## src/rtl/instr_fetch_unit.sv

```systemverilog
// Instruction fetch stage: reads a 16-bit big-endian instruction word as two
// bytes from a byte-wide program memory and hands it to the core over a
// valid/ack handshake. Supports PC redirects mid-fetch and a per-byte stall
// watchdog that aborts the fetch and raises a sticky error flag.
module instr_fetch_unit #(
    parameter int          ADDR_W   = 8,
    parameter logic [15:0] NOP_WORD = 16'h0000,
    parameter int          TIMEOUT  = 16
) (
    input  logic              clk,
    input  logic              reset,
    input  logic              en,
    input  logic [ADDR_W-1:0] pc,
    input  logic              ir_ack,
    input  logic [7:0]        mem_rdata,
    input  logic              mem_ready,
    output logic              mem_rd,
    output logic [ADDR_W:0]   mem_addr,
    output logic [15:0]       ir,
    output logic              ir_valid,
    output logic              fetch_err
);

    localparam int CNT_W = (TIMEOUT > 1) ? $clog2(TIMEOUT) : 1;

    typedef enum logic [1:0] {
        ST_IDLE  = 2'd0,
        ST_RD_HI = 2'd1,
        ST_RD_LO = 2'd2,
        ST_VALID = 2'd3
    } state_t;

    state_t             r_state;
    logic [ADDR_W-1:0]  r_pc_lat;
    logic [7:0]         r_hi_byte;
    logic [CNT_W-1:0]   r_wait_cnt;

    logic w_redirect;
    logic w_timeout;
    logic w_start;

    // Core moved the PC away from the address currently being fetched/held.
    assign w_redirect = (pc != r_pc_lat);

    // Last allowed stall cycle for the byte in flight.
    assign w_timeout = (r_wait_cnt == CNT_W'(TIMEOUT - 1));

    // Every path that (re)starts a fetch at the current pc: enable from idle,
    // ack with enable, or a redirect (an ack in VALID takes precedence over it).
    assign w_start = ((r_state == ST_IDLE) && en) ||
                     (((r_state == ST_RD_HI) || (r_state == ST_RD_LO)) && w_redirect) ||
                     ((r_state == ST_VALID) && ir_ack && en) ||
                     ((r_state == ST_VALID) && !ir_ack && w_redirect);

    // Fetch sequencer; all outputs are registered alongside the state.
    // NOTE: every register here, including the data path regs, has an async reset
    // value so no stale partial word can reach ir after reset is asserted.
    always_ff @(posedge clk or negedge reset) begin
        if (!reset) begin
            r_state    <= ST_IDLE;
            r_pc_lat   <= '0;
            r_hi_byte  <= '0;
            r_wait_cnt <= '0;
            mem_rd     <= 1'b0;
            mem_addr   <= '0;
            ir         <= NOP_WORD;
            ir_valid   <= 1'b0;
            fetch_err  <= 1'b0;
        end else if (w_start) begin
            // NOTE: non-blocking assignments throughout, so every register sees
            // the pre-edge values of the others regardless of statement order.
            r_pc_lat   <= pc;
            mem_addr   <= {pc, 1'b0};
            mem_rd     <= 1'b1;
            r_wait_cnt <= '0;
            ir         <= NOP_WORD;
            ir_valid   <= 1'b0;
            r_state    <= ST_RD_HI;
        end else begin
            case (r_state)
                ST_IDLE: begin
                    mem_rd <= 1'b0;
                end
                ST_RD_HI, ST_RD_LO: begin
                    if (mem_ready) begin
                        r_wait_cnt <= '0;
                        if (r_state == ST_RD_HI) begin
                            r_hi_byte <= mem_rdata;
                            mem_addr  <= {r_pc_lat, 1'b1};
                            r_state   <= ST_RD_LO;
                        end else begin
                            ir       <= {r_hi_byte, mem_rdata};
                            ir_valid <= 1'b1;
                            mem_rd   <= 1'b0;
                            r_state  <= ST_VALID;
                        end
                    end else if (w_timeout) begin
                        // Abort: hand the core a NOP and flag the error.
                        fetch_err  <= 1'b1;
                        ir         <= NOP_WORD;
                        ir_valid   <= 1'b1;
                        mem_rd     <= 1'b0;
                        r_wait_cnt <= '0;
                        r_state    <= ST_VALID;
                    end else begin
                        r_wait_cnt <= r_wait_cnt + 1'b1;
                    end
                end
                ST_VALID: begin
                    // Ack without enable: release the word and park in IDLE.
                    if (ir_ack) begin
                        ir_valid <= 1'b0;
                        ir       <= NOP_WORD;
                        r_state  <= ST_IDLE;
                    end
                end
                default: begin
                    r_state <= ST_IDLE;
                end
            endcase
        end
    end

endmodule
```

## config.mk

```make
export PLATFORM = sky130hd
export DESIGN_NAME = instr_fetch_unit
export DESIGN_NICKNAME = d
export VERILOG_FILES = /design/src/rtl/instr_fetch_unit.sv
export SDC_FILE = /design/constraint.sdc
export NUM_CORES = 1
export LEC_CHECK = 0
export CORE_ASPECT_RATIO = 0.75
export CORE_MARGIN = 5
export CORE_UTILIZATION = 50
export DETAILED_ROUTE_END_ITERATION = 10
export PLACE_DENSITY = 0.79
export SLEW_MARGIN = 20
export SYNTH_ARGS = -nofsm -noshare
export SYNTH_HDL_FRONTEND = slang
export SYNTH_SLANG_ARGS = --single-unit
export TNS_END_PERCENT = 10
```

## constraint.sdc

```tcl
create_clock -name clk -period 2.8 [get_ports clk]
set_input_delay 0.28 -clock clk [delete_from_list [all_inputs] [get_ports clk]]
set_output_delay 0.28 -clock clk [all_outputs]
set_load 0.02 [all_outputs]
```

==> flow_summary.json <==
{
  "vias_per_cell": 5.74,
  "postRouteAntennaNets": 0,
  "arrival_ns": 2.63,
  "final_layout_size_suffix_gt1_share_pct": 12.3,
  "skew_ns": 0.00368,
  "critPathKind": "register to register",
  "crit_required_ns": 2.96,
  "grt_antenna_before_repair": 0,
  "clock-root-buffer": "clkbuf_8",
  "yosysWarnings": 0,
  "power_switching_mw": 0.327,
  "drcViolationCount": 0,
  "layoutNonFillerInstCount": 310,
  "cts_resized": 0,
  "worstSkewPairLatency_ns": 0.29,
  "diodes": 0,
  "place_inst": 302,
  "worstMarginPinSlew_ns": 0.700,
  "syn_avg_cell_area_um2": 11.8,
  "grtUsageTotal_pct": 18.5,
  "worstPathMaxFanout": 15,
  "layout_setup_ws_ns": 0.329,
  "synth_area_um2": 2320,
  "hold_class": "primary input to async pin",
  "grt-ovfl-total": 0,
  "synthFlopType": "dfrtp_1",
  "dp_hpwl_mm": 3.82,
  "dieArea_um2": 6120,
  "vias": 1778,
  "die_x_um": 88.7,
  "ir_drop_mv": 0.417,
  "drv_slew": 0,
  "syn_nets": 222,
  "postCtsSetupRepairBufs": 0,
  "firstDrtPassIters": 4,
  "swShare_pct": 23.7,
  "clk_path_buf_depth": 2,
  "power_density_nw_per_um2": 466,
  "p_int_mw": 1.05,
  "grt_pass1_wl_mm": 8.72,
  "finalPower_mw": 1.38,
  "cts_tree": "done",
  "drtIter0Drc": 116,
  "core_um2": 4470,
  "finalCritPeriodShare_pct": 88.3,
  "async_flop_share_pct": 100,
  "hold_buffers": 0,
  "grt_max_degree": 51,
  "yosysUniqueCellTypes": 41,
  "netlist_instances": 197,
  "cts_num_sinks": 50,
  "rsz0062_at_grt": "false",
  "totalWireLength_mm": 5.29,
  "leakagePower_nw": 1.31,
  "layout_commonest_cell": "dfrtp_1",
  "p_clk_share_pct": 30.6,
  "fin_tns_setup_ns": 0,
  "fin_nets": 277,
  "period_minus_slack_ns": 2.47,
  "synth-edff-count": 0,
  "place.gp.congestion": 0.901,
  "slew_headroom_pct": 52.9,
  "grt_pass1_vias": 1819,
  "failed_checks": "hold timing",
  "status": "finished, violations left",
  "cts_buffers": 5,
  "max_freq_mhz": 405,
  "start_util_pct": 51.9,
  "portBuffers": 48,
  "area.sequential_um2": 1250,
  "end_kind": "register",
  "multi_input_area_um2": 956,
  "hold_viol": 8,
  "p_comb_share_pct": 12.3,
  "fin_hold_ws_ns": -0.00784,
  "drv_cap": 0,
  "mostFrequentLayoutCells": "dfrtp_1 (50), clkdlybuf4s50_1 (47), o21ai_0 (25)",
  "wire_per_inst_um": 17.1,
  "cp-start-kind": "register",
  "io_pins": 49,
  "clk_pin_slew_worst_paths_ns": 0.09,
  "n_fill_cell": 358,
  "cts_htree_levels": 2,
  "setup_viol": 0,
  "die_h_um": 69.0,
  "seqPwrFrac_pct": 57.1,
  "ys_seq_area_share_pct": 53.9,
  "place_ws_ns": 0.316,
  "synth-seq-cells": 50,
  "rows": 21,
  "syn2layout_area_growth_pct": 27.8
}
## registers in the layout, indices dropped and copies added (netlist names)
signal / count
fetch_err: 1
ir: 16
ir_valid: 1
r_state: 2
r_pc_lat: 8
r_wait_cnt: 4
r_hi_byte: 8
mem_rd: 1
mem_addr: 9
## cells by family (layout without fill, tap and decap cells)
family	count (synthesis)	count (layout)	share of synthesized area, %
adders and majority gates	4	4	2.16
DFF	50	50	53.9
buffers and inverters	22	78	4.85
and+or+nand+nor	39	39	9.71
AOI/OAI and AO/OA	65	65	20.7
xor gates and xnor gates	8	8	3.02
muxes	9	9	5.61
## cell usage after synthesis, types with 2 or more instances
cell type,count,area (um^2)
dfrtp_1,50,1250
o21ai_0,25,125
nand4_1,2,12.5
xnor2_1,8,70.1
ha_1,4,50.1
and3_1,2,12.5
nand2_1,5,18.8
nand3_1,11,55.1
nor2_1,7,26.3
nand2b_1,2,12.5
mux2_4,8,120
clkbuf_1,4,15.0
buf_6,3,33.8
buf_4,2,15.0
inv_1,13,48.8
a22o_1,17,149
and2_1,2,12.5
a32oi_1,9,78.8
## power groups by stage
stage | logic (mW) | registers [mW] | clock network (mW)
2_1_floorplan | 0.0815 | 0.805 | 0
3_3_place_gp | 0.166 | 0.801 | 0
3_5_place_dp | 0.170 | 0.803 | 0
4_1_cts | 0.171 | 0.789 | 0.434
5_1_grt | 0.185 | 0.793 | 0.462
6_report | 0.170 | 0.789 | 0.423
## cell type report
| cell class | instances | share of cell area (%) |
|---|---|---|
| sequential | 50 | 42.2 |
| multi-input combinational | 125 | 32.2 |
| timing repair buffer | 57 | 18.4 |
| clock buffer | 7 | 2.91 |
| tap | 57 | 2.41 |
| inverter | 13 | 1.65 |
| clock inverter | 1 | 0.169 |
## routing by layer
metal | wire (um) | GRT usage [%]
met1 | 2570 | 28.0
met2 | 2450 | 27.1
met3 | 228 | 3.21
met4 | 51 | 5.09
met5 | 0 | 0
## per-stage QoR
stage          cell area, um^2  util (%)  hold slack [ns]
2_1_floorplan             2320         -          -0.0156
3_3_place_gp              2870      64.3            0.461
3_5_place_dp              2870      64.3            0.481
4_1_cts                   2960      66.3            0.219
5_1_grt                   2960      66.4           0.0391
6_report                  2960      66.4         -0.00784
## worst max-delay path: stages (launching register included)
cell and delay [ns]:
dfrtp_1 0.41, ha_1 0.27, and2_1 0.19, o21a_2 0.32, nor3_2 0.47, buf_4 0.23, and2_1 0.34, a32oi_1 0.11
## worst paths after layout
| kind | start | end | slack [ns] | depth (start not counted) |
|---|---|---|---|---|
| min reg2reg | r_hi_byte[6] | ir[14] | 0.50 | 1 |
| min | reset | r_pc_lat[3] | -0.008 | 1 |
| min in group clk | r_hi_byte[6] | ir[14] | 0.50 | 1 |
| max in group asynchronous | reset | r_pc_lat[7] | 2.38 | 1 |
| max reg2reg | r_state[0] | mem_addr[6] | 0.33 | 7 |
| max | r_state[0] | mem_addr[6] | 0.33 | 7 |
Note: power is estimated with default switching activity, not from simulation.
